**src/rtl/fetcher.sv**
```systemverilog
// Instruction fetch stage: issues a program-memory read for current_pc when
// the scheduler enters FETCH, then holds the returned instruction for decode.
// Optional direct-mapped instruction cache, compiled in with FETCHER_CACHE_EN.
module fetcher #(
    parameter int PROGRAM_MEM_ADDR_BITS = 8,
    parameter int PROGRAM_MEM_DATA_BITS = 16,
    parameter int CACHE_LINES           = 4
) (
    input  logic                             clk,
    input  logic                             reset_n,
    input  logic [2:0]                       core_state,
    input  logic [PROGRAM_MEM_ADDR_BITS-1:0] current_pc,
    output logic                             mem_read_valid,
    output logic [PROGRAM_MEM_ADDR_BITS-1:0] mem_read_address,
    input  logic                             mem_read_ready,
    input  logic [PROGRAM_MEM_DATA_BITS-1:0] mem_read_data,
    output logic [2:0]                       fetcher_state,
    output logic [PROGRAM_MEM_DATA_BITS-1:0] instruction
);

    localparam logic [2:0] CORE_FETCH  = 3'b001;
    localparam logic [2:0] CORE_DECODE = 3'b010;

    typedef enum logic [2:0] {
        IDLE     = 3'b000,
        FETCHING = 3'b001,
        FETCHED  = 3'b010
    } state_t;

    state_t state;

    // The cache index is a plain bit slice of the PC, so the line count
    // must be a power of two and at least two.
    if (CACHE_LINES < 2 || (CACHE_LINES & (CACHE_LINES - 1)) != 0) begin : g_bad_cache_lines
        $error("fetcher: CACHE_LINES must be a power of 2 and >= 2");
    end

`ifdef FETCHER_CACHE_EN
    localparam int IDX_BITS = $clog2(CACHE_LINES);
    localparam int TAG_BITS = PROGRAM_MEM_ADDR_BITS - IDX_BITS;

    logic [CACHE_LINES-1:0]           cache_valid;
    logic [TAG_BITS-1:0]              cache_tag  [CACHE_LINES];
    logic [PROGRAM_MEM_DATA_BITS-1:0] cache_data [CACHE_LINES];

    logic [IDX_BITS-1:0]              pc_index;
    logic                             cache_hit;
    logic [PROGRAM_MEM_DATA_BITS-1:0] hit_data;
    logic [IDX_BITS-1:0]              fill_index;
    logic [TAG_BITS-1:0]              fill_tag;

    // Lookup of current_pc, and the fill slot derived from the held request address.
    always_comb begin
        pc_index   = current_pc[IDX_BITS-1:0];
        cache_hit  = cache_valid[pc_index] &&
                     (cache_tag[pc_index] == current_pc[PROGRAM_MEM_ADDR_BITS-1:IDX_BITS]);
        hit_data   = cache_data[pc_index];
        fill_index = mem_read_address[IDX_BITS-1:0];
        fill_tag   = mem_read_address[PROGRAM_MEM_ADDR_BITS-1:IDX_BITS];
    end

    // Tag/data storage needs no reset: entries are qualified by cache_valid.
    always_ff @(posedge clk) begin
        if (state == FETCHING && mem_read_ready) begin
            cache_tag[fill_index]  <= fill_tag;
            cache_data[fill_index] <= mem_read_data;
        end
    end
`endif

    // Fetch FSM with registered request, instruction and valid bits.
    always_ff @(posedge clk or negedge reset_n) begin
        if (!reset_n) begin
            state            <= IDLE;
            mem_read_valid   <= 1'b0;
            mem_read_address <= '0;
            instruction      <= '0;
`ifdef FETCHER_CACHE_EN
            cache_valid      <= '0;
`endif
        end else begin
            case (state)
                IDLE: begin
                    if (core_state == CORE_FETCH) begin
`ifdef FETCHER_CACHE_EN
                        if (cache_hit) begin
                            instruction <= hit_data;
                            state       <= FETCHED;
                        end else
`endif
                        begin
                            mem_read_valid   <= 1'b1;
                            mem_read_address <= current_pc;
                            state            <= FETCHING;
                        end
                    end
                end
                FETCHING: begin
                    if (mem_read_ready) begin
                        instruction    <= mem_read_data;
                        mem_read_valid <= 1'b0;
                        state          <= FETCHED;
`ifdef FETCHER_CACHE_EN
                        cache_valid[fill_index] <= 1'b1;
`endif
                    end
                end
                FETCHED: begin
                    if (core_state == CORE_DECODE) begin
                        state <= IDLE;
                    end
                end
                default: state <= IDLE;
            endcase
        end
    end

    assign fetcher_state = state;

endmodule
```
**config.mk**
```make
export PLATFORM = sky130hd
export DESIGN_NAME = fetcher
export DESIGN_NICKNAME = d
export VERILOG_FILES = /design/src/rtl/fetcher.sv
export SDC_FILE = /design/constraint.sdc
export NUM_CORES = 1
export LEC_CHECK = 0
export BUFFER_PORTS_ARGS = -buffer_cell sky130_fd_sc_hd__buf_2
export CAP_MARGIN = 20
export CORE_MARGIN = 2
export CORE_UTILIZATION = 25
export DETAILED_ROUTE_END_ITERATION = 10
export GPL_TIMING_DRIVEN = 1
export SLEW_MARGIN = 20
export SYNTH_ARGS = -nofsm -noshare
export SYNTH_HDL_FRONTEND = slang
export SYNTH_SLANG_ARGS = --single-unit
```
**constraint.sdc**
```tcl
create_clock -name clk -period 2 [get_ports clk]
set_clock_uncertainty 0.15 [all_clocks]
set_input_delay 0.1 -clock clk [delete_from_list [all_inputs] [get_ports clk]]
set_output_delay 0.1 -clock clk [all_outputs]
set_load 0.005 [all_outputs]
```
**After elaboration in Yosys (flattened, before gate mapping)**

Index checks and enable logic that the tools add are counted.

- Add/subtract/negate cells: 0
- Reduce and logical (&&, ||, !) cells: 6
- $mul: 0
- Muxes and demuxes: 7
- Bitwise logic cells: 0
- Shift operators: 0
- Div/mod/pow operators: 0
- Equal/unequal tests: 7
- Magnitude comparators: 0

Operator list:

| cell | number |
|---|---|
| 3-bit two-way mux | 3 |
| 3-bit one-hot mux with 3 select lines | 1 |
| 3-bit by 1-bit equality test with 1-bit output, second input constant | 2 |
| 3-bit by 2-bit equality test with 1-bit output, second input constant | 2 |
| 2-bit != test, second input constant | 3 |
| 3-bit AND reduction | 2 |
| 2-bit AND reduction | 2 |
| 3-bit zero test | 1 |
| 1-bit two-way mux | 2 |
| 1-bit one-hot mux with 2 select lines | 1 |
| 2-bit nonzero test | 1 |

- Bits in read-only memories: 0
- Output and inout bits: 28
- Memories: 0
- Logic and storage cells: 24
- Bits in latches: 0
- Bits in writable memories: 0
- Register bits after elaboration: 28

**Longest topological paths before layout**

Gate-level depths: netlist (run 1).

- Word-level depth: 3
- Depth in mapped cells: 3
- Gate-level depth less buffers: 3

**Worst setup path after synthesis (run 1)**

No wires, ideal clock.

- Kind: flip-flop to flip-flop
- Start point: register state[1], in the netlist fetcher_state[1]
- End point: register mem_read_address[0]
- Arrival time: 1,328 ps
- Path buffers: 0
- Stages on the path, launching flop included: 4
- Period minus slack after synthesis: 1,603 ps
- Setup slack: 397 ps
- Path through: dfrtp_1 nand2b_1 nor4_4 mux2_2

- Cells in the longest elaborated chain, start to end: 2

Ends and longest elaborated chain:

| element | RTL line | source |
|---|---|---|
| start: declaration | 30 | `state_t state;` |
| start signal: assignment | 74 | `state <= IDLE;` |
| start signal: assignment | 94 | `state <= FETCHING;` |
| start signal: assignment | 102 | `state <= FETCHED;` |
| 3-bit zero test | 82 | `case (state)` |
| 2-bit AND reduction (no line) | - |  |
| end signal: assignment | 93 | `mem_read_address <= current_pc;` |
| end: declaration | 14 | `output logic [PROGRAM_MEM_ADDR_BITS-1:0] mem_read_address,` |

Every way passes these cells.
A chain may end at the register's enable or synchronous reset.

**Final worst setup path (run 1)**

- Start point: register state[1], in the netlist fetcher_state[1]
- End point: register instruction[3]

- Cells in the longest elaborated chain, start to end: 2

Ends and longest elaborated chain:

| element | RTL line | source |
|---|---|---|
| 3-bit by 1-bit equality test with 1-bit output | 82 |  |
| 2-bit AND reduction (no line) | - |  |
| end signal: assignment | 100 | `instruction <= mem_read_data;` |
| end: declaration | 18 | `output logic [PROGRAM_MEM_DATA_BITS-1:0] instruction` |

Every way passes these cells.

==> flow_summary.toml, run 1 <==
[hold_path]
hold_path_class = "in -> reg"

[pwr]
p_leak_uw = 0.000818
powerDensity_nw_per_um2 = 1160
ir_drop_uv = 476

[clocking]
cts_tree = "yes"
post_cts_buffers = 0
path_clk_slew_ns = 0.09
cts.sinks = 27
clk_latency_ns = 0.26
cts_buffer_depth = 2
cts_buffers = 3
h-tree-depth = 1
clk_root_buffer_cell = "clkbuf_8"

[global_routing]
met1_usage_pct = 11.2
top_usage_layer = "met2"
grtUsageTotal_pct = 10.8
grt_pass1_wl_microns = 3710
grtUsageMet2_pct = 21.2
grtUsageMet3_pct = 2.44
grt_overflow = 0
grt_max_degree = 28
antenna_found_initial = 0
grt_pass1_vias = 816

[routing]
wl_per_cell_microns = 12.5
final_antenna_net_count = 0
wirelength_microns = 2460
firstDrtPassIters = 4
dr_total_vias = 816
drc = 0
drtIter0Drc = 22
vias_per_cell = 4.14

[worst_setup_path]
cp_max_fo = 18
path_cells = "nand3b_2 > mux2_2"
critPathCaptureType = "register"
slowest_delay_ns = 0.53
critPathBufInv = 0
critPathLaunchType = "register"
crit_family = "simple AND/OR/NAND/NOR gates"
critical_path_required_ns = 2.01
crit_slowest_cell = "nand3b_2"
crit_type = "reg -> reg"
critPathArrivalTime_ns = 1.65

[synthesis]
synth.most_common_cell = "dfrtp_1"
synth_ff_type = "dfrtp_1"
ys_seq_elements = 27
synth_common_cells = "dfrtp_1, mux2_2"
ys_types = 14
yosys-top-cells-area = "dfrtp_1, mux2_2, nor4_4"
syn_area_per_cell_sq_um = 16.5
yosysTopAreaCell = "dfrtp_1"
syn-instance-count = 63
syn-cell-area_sq_um = 1040
ys_async_sr_fraction_pct = 100
seq_area_frac_synth_pct = 65.0
syn-num-nets = 93
synth_edf_count = 0
ys_warn_count = 0
synth_top_area_share_pct = 65.0

[floorplanning]
die_w_microns = 68.5
dieArea_sq_um = 4690
core_sq_um = 4000
die_h_microns = 68.5
ios = 58
start_util_pct = 26.0
rows = 23

[layout]
finalInstanceArea_sq_um = 1670
diodes = 0
fin_cells = 197
nFillCells = 377
fin_nets = 178
drive_above_1_share_pct = 59.9
syn_to_final_growth_pct = 60.9
utilization_pct = 41.8

[sta]
max_freq_mhz = 606
hold_viol_final = 0
fin_crit_sh_pct = 82.4
slew_viol_final = 0
finalSetupViolations = 0
tightest_slew_ns = 0.611
rsz0062_at_grt = "false"
finalSetupTns_ns = 0
maxSlewHeadroom_pct = 59.2
period_needed_ns = 1.65

[placement]
gp_congestion = 0.629
hpwl_microns = 1620
dpl_cell_area_sq_um = 1380
dp.cells = 168
io_buffers = 56

[status]
status = "complete, no violations"

[flow_run]
max-cap-violations = 0
## sequential cells by signal (all words and copies together) (netlist names)
signal / count
fetcher_state: 2
mem_read_address: 8
instruction: 16
mem_read_valid: 1
## kinds of logic (layout without fill, tap and decap cells)
| logic type | after synthesis | after routing | synth area share (%) |
|---|---|---|---|
| DFF | 27 | 27 | 65.0 |
| muxes | 24 | 24 | 26.0 |
| and+or+nand+nor | 5 | 5 | 5.06 |
| AOI/OAI and AO/OA | 3 | 3 | 2.05 |
| buffers and inverters | 3 | 87 | 1.56 |
| other | 1 | 1 | 0.361 |
## timing repair
item | CTS | global route
resized for setup | 0 | 0
hold buffers | 25 | 0
hold endpoints to repair | 51 | 0
## power by group
part | leakage, uW | switching, uW | internal, uW
combinational | 0.000471 | 249 | 445
clock | 0.0000228 | 157 | 142
sequential | 0.000324 | 131 | 811
total | 0.000818 | 537 | 1400
## worst register-to-register path: stages, from the launching register on
cell,delay [ns]
dfrtp_1,0.43
nand3b_2,0.53
mux2_2,0.43
## area by class of cell
type	instances	area [sq um]	area share, %
multi-input combinational	33	348	20.8
tap	50	62.6	3.74
clock buffer	4	45.0	2.69
timing repair buffer	82	538	32.2
sequential	27	676	40.4
inverter	1	3.75	0.224
## per-layer routing
layer  wire length (microns)  share of wire, %
met1                     899                37
met2                    1420                58
met3                     111               4.5
met4                      25               1.0
met5                       0                 0
## cells in the final DEF, fill, tap and decap left out, drive strengths merged
cell / instances
clkbuf: 4
a21o: 1
inv: 1
dfrtp: 27
dlygate4sd3: 25
o31ai: 1
nor4: 1
buf: 57
or2: 1
o21ai: 1
nor3b: 1
nand2b: 1
nand3b: 1
conb: 1
mux2: 24
## worst paths after layout
| path | slack, ns | start | cells past startpoint | endpoint |
|---|---|---|---|---|
| max in group asynchronous | 1.08 | reset_n | 2 | instruction[13]$_DFFE_PN0P_ |
| setup reg to reg | 0.35 | fetcher_state[1]$_DFFE_PN0P_ | 2 | instruction[3]$_DFFE_PN0P_ |
| hold / removal | 0.01 | core_state[0] | 3 | fetcher_state[1]$_DFFE_PN0P_ |
| min in group asynchronous | 0.22 | reset_n | 2 | instruction[6]$_DFFE_PN0P_ |
| setup / recovery | 0.35 | fetcher_state[1]$_DFFE_PN0P_ | 2 | instruction[3]$_DFFE_PN0P_ |
| hold reg to reg | 0.35 | mem_read_valid$_DFFE_PN0P_ | 1 | mem_read_valid$_DFFE_PN0P_ |
## stage by stage
| stage | power [uW] | setup slack, ns | hold WS, ns |
|---|---|---|---|
| 2_1_floorplan | 1260 | 0.397 | -0.346 |
| 3_3_place_gp | 1590 | 0.435 | -0.0240 |
| 3_5_place_dp | 1630 | 0.334 | -0.000274 |
| 4_1_cts | 1980 | 0.320 | 0.00348 |
| 5_1_grt | 2100 | 0.268 | 0.0195 |
| 6_report | 1940 | 0.351 | 0.0106 |
Note: power is estimated with default switching activity, not from simulation.
==> run 2, diff against run 1 <==
--- a/config.mk
+++ b/config.mk
@@ -5,6 +5,7 @@
 export SDC_FILE = /design/constraint.sdc
 export NUM_CORES = 1
 export LEC_CHECK = 0
+export ABC_AREA = 1
 export BUFFER_PORTS_ARGS = -buffer_cell sky130_fd_sc_hd__buf_2
 export CAP_MARGIN = 20
 export CORE_MARGIN = 2
==> constraint.sdc (replaced) <==
create_clock -name clk -period 1.5 [get_ports clk]
set_clock_uncertainty 0.15 [all_clocks]
set_input_delay 0.075 -clock clk [delete_from_list [all_inputs] [get_ports clk]]
set_output_delay 0.075 -clock clk [all_outputs]
set_load 0.005 [all_outputs]
==> flow_summary.toml, run 2 <==
[layout]
final_cell_mix = "nand2_1, buf_2, dfrtp_1, dlygate4sd3_1, nand4_1"
final_common_cell = "nand2_1"
registers.top_by_ff_count = "instruction"
largest_reg_flops = 16
finalInstanceArea_sq_um = 1750
diodes = 0
fin_nets = 237
syn_to_final_growth_pct = 60.3
drive_above_1_share_pct = 32.5
utilization_pct = 42.7

[global_routing]
antenna_found_initial = 0
grt_overflow = 0
grt_pass1_vias = 1166
grt_max_degree = 28
grt_pass1_wl_microns = 5200
grtUsageTotal_pct = 12.9

[synthesis]
ys_seq_elements = 27
syn-num-nets = 149
syn_area_per_cell_sq_um = 9.15
syn-cell-area_sq_um = 1090
synth_common_cells = "nand2_1, dfrtp_1, nand4_1"
ys_warn_count = 0
synth_ff_type = "dfrtp_1"
ys_types = 17
ys_async_sr_fraction_pct = 100
seq_area_frac_synth_pct = 62.1
yosys-top-cells-area = "dfrtp_1, nand2_1, nand4_1"
syn-instance-count = 119
synth.most_common_cell = "nand2_1"
synth_edf_count = 0
synth_top_area_share_pct = 62.1
yosysTopAreaCell = "dfrtp_1"

[worst_setup_path]
cp_max_fo = 11
critical_path_required_ns = 1.51
r2r_slack_ns = 0.19
crit_slowest_cell = "dfrtp_1"
slowest_delay_ns = 0.42
r2r_end = "mem_read_valid$_DFFE_PN0P_"
critPathLaunchType = "register"
worstRegToRegCells = 5
crit_type = "reg -> reg"
critPathArrivalTime_ns = 1.32
r2r-start = "fetcher_state[1]$_DFFE_PN0P_"
cpMostUsedCell = "nand2_1"
critPathCaptureType = "register"
path_cells = "inv_1 > nand3_4 > buf_4 > nand2_1 > nand2_1"

[clocking]
cts_buffers = 3
cts_resized = 0
h-tree-depth = 1
path_clk_slew_ns = 0.09
cts_tree = "yes"
clk_root_buffer_cell = "clkbuf_8"
clk_latency_ns = 0.26
cts_buffer_depth = 2
cts.sinks = 27
post_cts_buffers = 0

[hold_path]
worstHoldEndpoint = "fetcher_state[1]$_DFFE_PN0P_"
hold-path-cell-count = 5
hold_path_class = "in -> reg"
worstHoldStart = "core_state[0]"

[floorplanning]
die_h_microns = 70.0
die_w_microns = 70.0
core_sq_um = 4090
dieArea_sq_um = 4900
ios = 58
rows = 23
start_util_pct = 26.6

[sta]
setup_ws_ns = 0.186
finalSetupTns_ns = 0
finalSetupViolations = 0
fin_crit_sh_pct = 87.6
period_needed_ns = 1.31
max_freq_mhz = 761
timing.hold.ws_ns = -0.0313
maxSlewHeadroom_pct = 59.3
hold_viol_final = 1
rsz0062_at_grt = "false"
tightest_slew_ns = 0.610
slew_viol_final = 0

[status]
violations = "hold timing"
status = "complete, but fails checks"

[routing]
drc = 0
drtIter0Drc = 49
wl_per_cell_microns = 11.6
vias_per_cell = 4.30
final_antenna_net_count = 0
wirelength_microns = 2960
firstDrtPassIters = 4
dr_total_vias = 1101

[placement]
io_buffers = 56
hpwl_microns = 1960
gp_congestion = 0.762
dpl_cell_area_sq_um = 1430
pre_cts_ws_ns = 0.183

[flow_run]
max-cap-violations = 0

[pwr]
ir_drop_uv = 405
p_leak_uw = 0.000973
powerDensity_nw_per_um2 = 1490
total_power_uw = 2600
run 2: logic make-up (layout without fill, tap and decap cells):
group | Yosys count | in the layout | share of synthesized area [%]
AOI/OAI and AO/OA | 1 | 1 | 0.459
other | 1 | 1 | 0.344
buffers and inverters | 7 | 94 | 3.79
DFF | 27 | 27 | 62.1
and+or+nand+nor | 83 | 83 | 33.3
run 2: cell type report:
cell class                      count  area [sq um]
Fill cell                         412          2340
Timing Repair Buffer               86           573
Sequential cell                    27           676
Tap cell                           50          62.6
Clock buffer                        4          45.0
Multi-Input combinational cell     85           372
Inverter                            4          17.5
run 2: routing by layer:
| metal | vias up | GRT usage [%] | routed length, microns |
|---|---|---|---|
| li1 | 545 | - | - |
| met3 | 2 | 2.74 | 193 |
| met5 | - | 0 | 0 |
| met1 | 513 | 15.9 | 1330 |
| met2 | 41 | 23.1 | 1420 |
| met4 | 0 | 2.56 | 14 |
run 2: worst max-delay path by stage:
stage | startpoint | to | slack [ns] | cells after the start
after floorplan | fetcher_state[1]$_DFFE_PN0P_ | mem_read_valid$_DFFE_PN0P_ | 0.27 | 5
after global placement | fetcher_state[1]$_DFFE_PN0P_ | mem_read_valid$_DFFE_PN0P_ | 0.22 | 5
after detailed placement | fetcher_state[1]$_DFFE_PN0P_ | instruction[12]$_DFFE_PN0P_ | 0.18 | 5
after CTS | core_state[1] | fetcher_state[1]$_DFFE_PN0P_ | 0.06 | 6
after global routing | fetcher_state[1]$_DFFE_PN0P_ | instruction[12]$_DFFE_PN0P_ | 0.07 | 5
final | fetcher_state[1]$_DFFE_PN0P_ | mem_read_valid$_DFFE_PN0P_ | 0.19 | 5
run 2: through the flow:
stage	std cells	hold slack, ns
6_report	256	-0.0313
5_1_grt	256	0.0372
4_1_cts	257	0.123
3_5_place_dp	225	-0.0260
3_3_place_gp	225	-0.0303
2_1_floorplan	119	-0.371
run 2: what timing repair did:
action / CTS / global route
endpoints found under the setup margin: 0 / 1
endpoints found under the hold margin: 53 / 0
hold buffers: 28 / 0
run 2: critical path, delay by kind of cell, from the launching register on:
family / cells / cell delay (ns)
flops: 1 / 0.42
buf+inv: 2 / 0.36
simple gates: 3 / 0.28
run 2: report_power, final:
group          internal [uW]  leakage, uW  switching [uW]
logic                    473     0.000614             470
clock network            190    0.0000228             216
registers               1060     0.000337             192
total                   1720     0.000973             878
==> run 3, diff against run 2 <==
--- a/config.mk
+++ b/config.mk
@@ -9,9 +9,10 @@
 export BUFFER_PORTS_ARGS = -buffer_cell sky130_fd_sc_hd__buf_2
 export CAP_MARGIN = 20
 export CORE_MARGIN = 2
-export CORE_UTILIZATION = 25
+export CORE_UTILIZATION = 39
 export DETAILED_ROUTE_END_ITERATION = 10
 export GPL_TIMING_DRIVEN = 1
+export PLACE_DENSITY = 0.74
 export SLEW_MARGIN = 20
 export SYNTH_ARGS = -nofsm -noshare
 export SYNTH_HDL_FRONTEND = slang
==> flow_summary.toml, run 3 (same netlist as run 2, synthesis figures left out) <==
[global_routing]
grt_overflow = 0
grt_pass1_vias = 1141
grt_max_degree = 28
grt_pass1_wl_microns = 4680
grtUsageTotal_pct = 18.5
antenna_found_initial = 0
grtUsageMet3_pct = 3.23
top_usage_layer = "met2"
met1_usage_pct = 22.8
grtUsageMet2_pct = 32.4

[layout]
final_common_cell = "nand2_1"
drive_above_1_share_pct = 32.5
registers.top_by_ff_count = "instruction"
final_cell_mix = "nand2_1, buf_2, dlygate4sd3_1"
syn_to_final_growth_pct = 57.2
finalInstanceArea_sq_um = 1710
diodes = 0
utilization_pct = 63.2
fin_nets = 237
nFillCells = 239
largest_reg_flops = 16

[routing]
firstDrtPassIters = 4
vias_per_cell = 4.59
drtIter0Drc = 42
wirelength_microns = 2710
dr_total_vias = 1088
drc = 0
final_antenna_net_count = 0
wl_per_cell_microns = 11.4

[floorplanning]
core_sq_um = 2710
rows = 19
die_w_microns = 56.8
dieArea_sq_um = 3230
start_util_pct = 40.2
die_h_microns = 56.8
ios = 58

[clocking]
cts.sinks = 27
clk_root_buffer_cell = "clkbuf_4"
h-tree-depth = 1
clk_latency_ns = 0.32
cts_tree = "yes"
cts_buffers = 3
cts_buffer_depth = 2
path_clk_slew_ns = 0.15

[sta]
tightest_slew_ns = 0.578
hold_viol_final = 0
finalSetupViolations = 0
rsz0062_at_grt = "false"
finalSetupTns_ns = 0
slew_viol_final = 0
maxSlewHeadroom_pct = 61.5
fin_crit_sh_pct = 93.3
period_needed_ns = 1.40
max_freq_mhz = 714
timing.hold.ws_ns = 0.0616

[pwr]
p_leak_uw = 0.000961
powerDensity_nw_per_um2 = 1450
ir_drop_uv = 994

[worst_setup_path]
crit_type = "in -> reg"
critical_path_required_ns = 1.57
cp_max_fo = 2
critPathCaptureType = "register"
critPathArrivalTime_ns = 1.47
critPathLaunchType = "input pin"

[flow_run]
max-cap-violations = 0

[hold_path]
hold_path_class = "in -> reg"

[status]
status = "complete, no violations"

[placement]
hpwl_microns = 1770
gp_congestion = 0.822
io_buffers = 56
dpl_cell_area_sq_um = 1400
## run 3: stage by stage
step | power, uW | instances | setup slack, ns
2_1_floorplan | 1660 | 119 | 0.268
6_report | 2490 | 237 | 0.0999
4_1_cts | 2510 | 237 | 0.113
5_1_grt | 2710 | 237 | 0.0153
3_3_place_gp | 2110 | 205 | 0.228
3_5_place_dp | 2140 | 205 | 0.148
## run 3: power by group
part           total [uW]  leakage (uW)  internal (uW)  switching [uW]
sequential           1240      0.000337           1050             190
clock                 315     0.0000139            102             213
combinational         929      0.000610            470             458
total                2490      0.000961           1620             861
## run 3: final timing paths
| check | depth (start not counted) | from | to | slack (ns) |
|---|---|---|---|---|
| setup / recovery | 6 | core_state[1] | fetcher_state[1]$_DFFE_PN0P_ | 0.1 |
| hold / removal | 4 | core_state[2] | mem_read_address[3]$_DFFE_PN0P_ | 0.06 |
| setup reg to reg | 5 | fetcher_state[1]$_DFFE_PN0P_ | instruction[9]$_DFFE_PN0P_ | 0.17 |
| hold reg to reg | 2 | mem_read_address[2]$_DFFE_PN0P_ | mem_read_address[2]$_DFFE_PN0P_ | 0.34 |
| max in group asynchronous | 2 | reset_n | mem_read_address[0]$_DFFE_PN0P_ | 0.70 |
| min in group asynchronous | 2 | reset_n | mem_read_address[3]$_DFFE_PN0P_ | 0.12 |
## run 3: cell type report
| cell class | instances | area (sq um) | share of cell area, % |
|---|---|---|---|
| Inverter | 4 | 20.0 | 1.17 |
| Sequential cell | 27 | 676 | 39.5 |
| Tap cell | 31 | 38.8 | 2.27 |
| Clock inverter | 1 | 7.51 | 0.439 |
| Multi-Input combinational cell | 85 | 372 | 21.7 |
| Clock buffer | 3 | 22.5 | 1.32 |
| Timing Repair Buffer | 86 | 576 | 33.6 |
## run 3: repair_timing
action / in CTS / in global routing
hold endpoints to repair: 54 / 0
endpoints found under the setup margin: 0 / 6
resized for setup: 0 / 1
buffers inserted: 0 / 0
hold buffers: 28 / 0
## run 3: routing by layer
metal	vias up	wire length, microns	part of all wire, %
met5	-	0	0
met4	0	11	0.41
met3	2	193	7.1
met2	51	1300	48
met1	489	1200	44
li1	546	-	-
## run 3: worst max-delay path, stage by stage
cell	delay, ns
dlygate4sd3_1	0.52
buf_2	0.12
nand3_1	0.07
dlygate4sd3_1	0.57
nand2_1	0.06
nand2_1	0.05
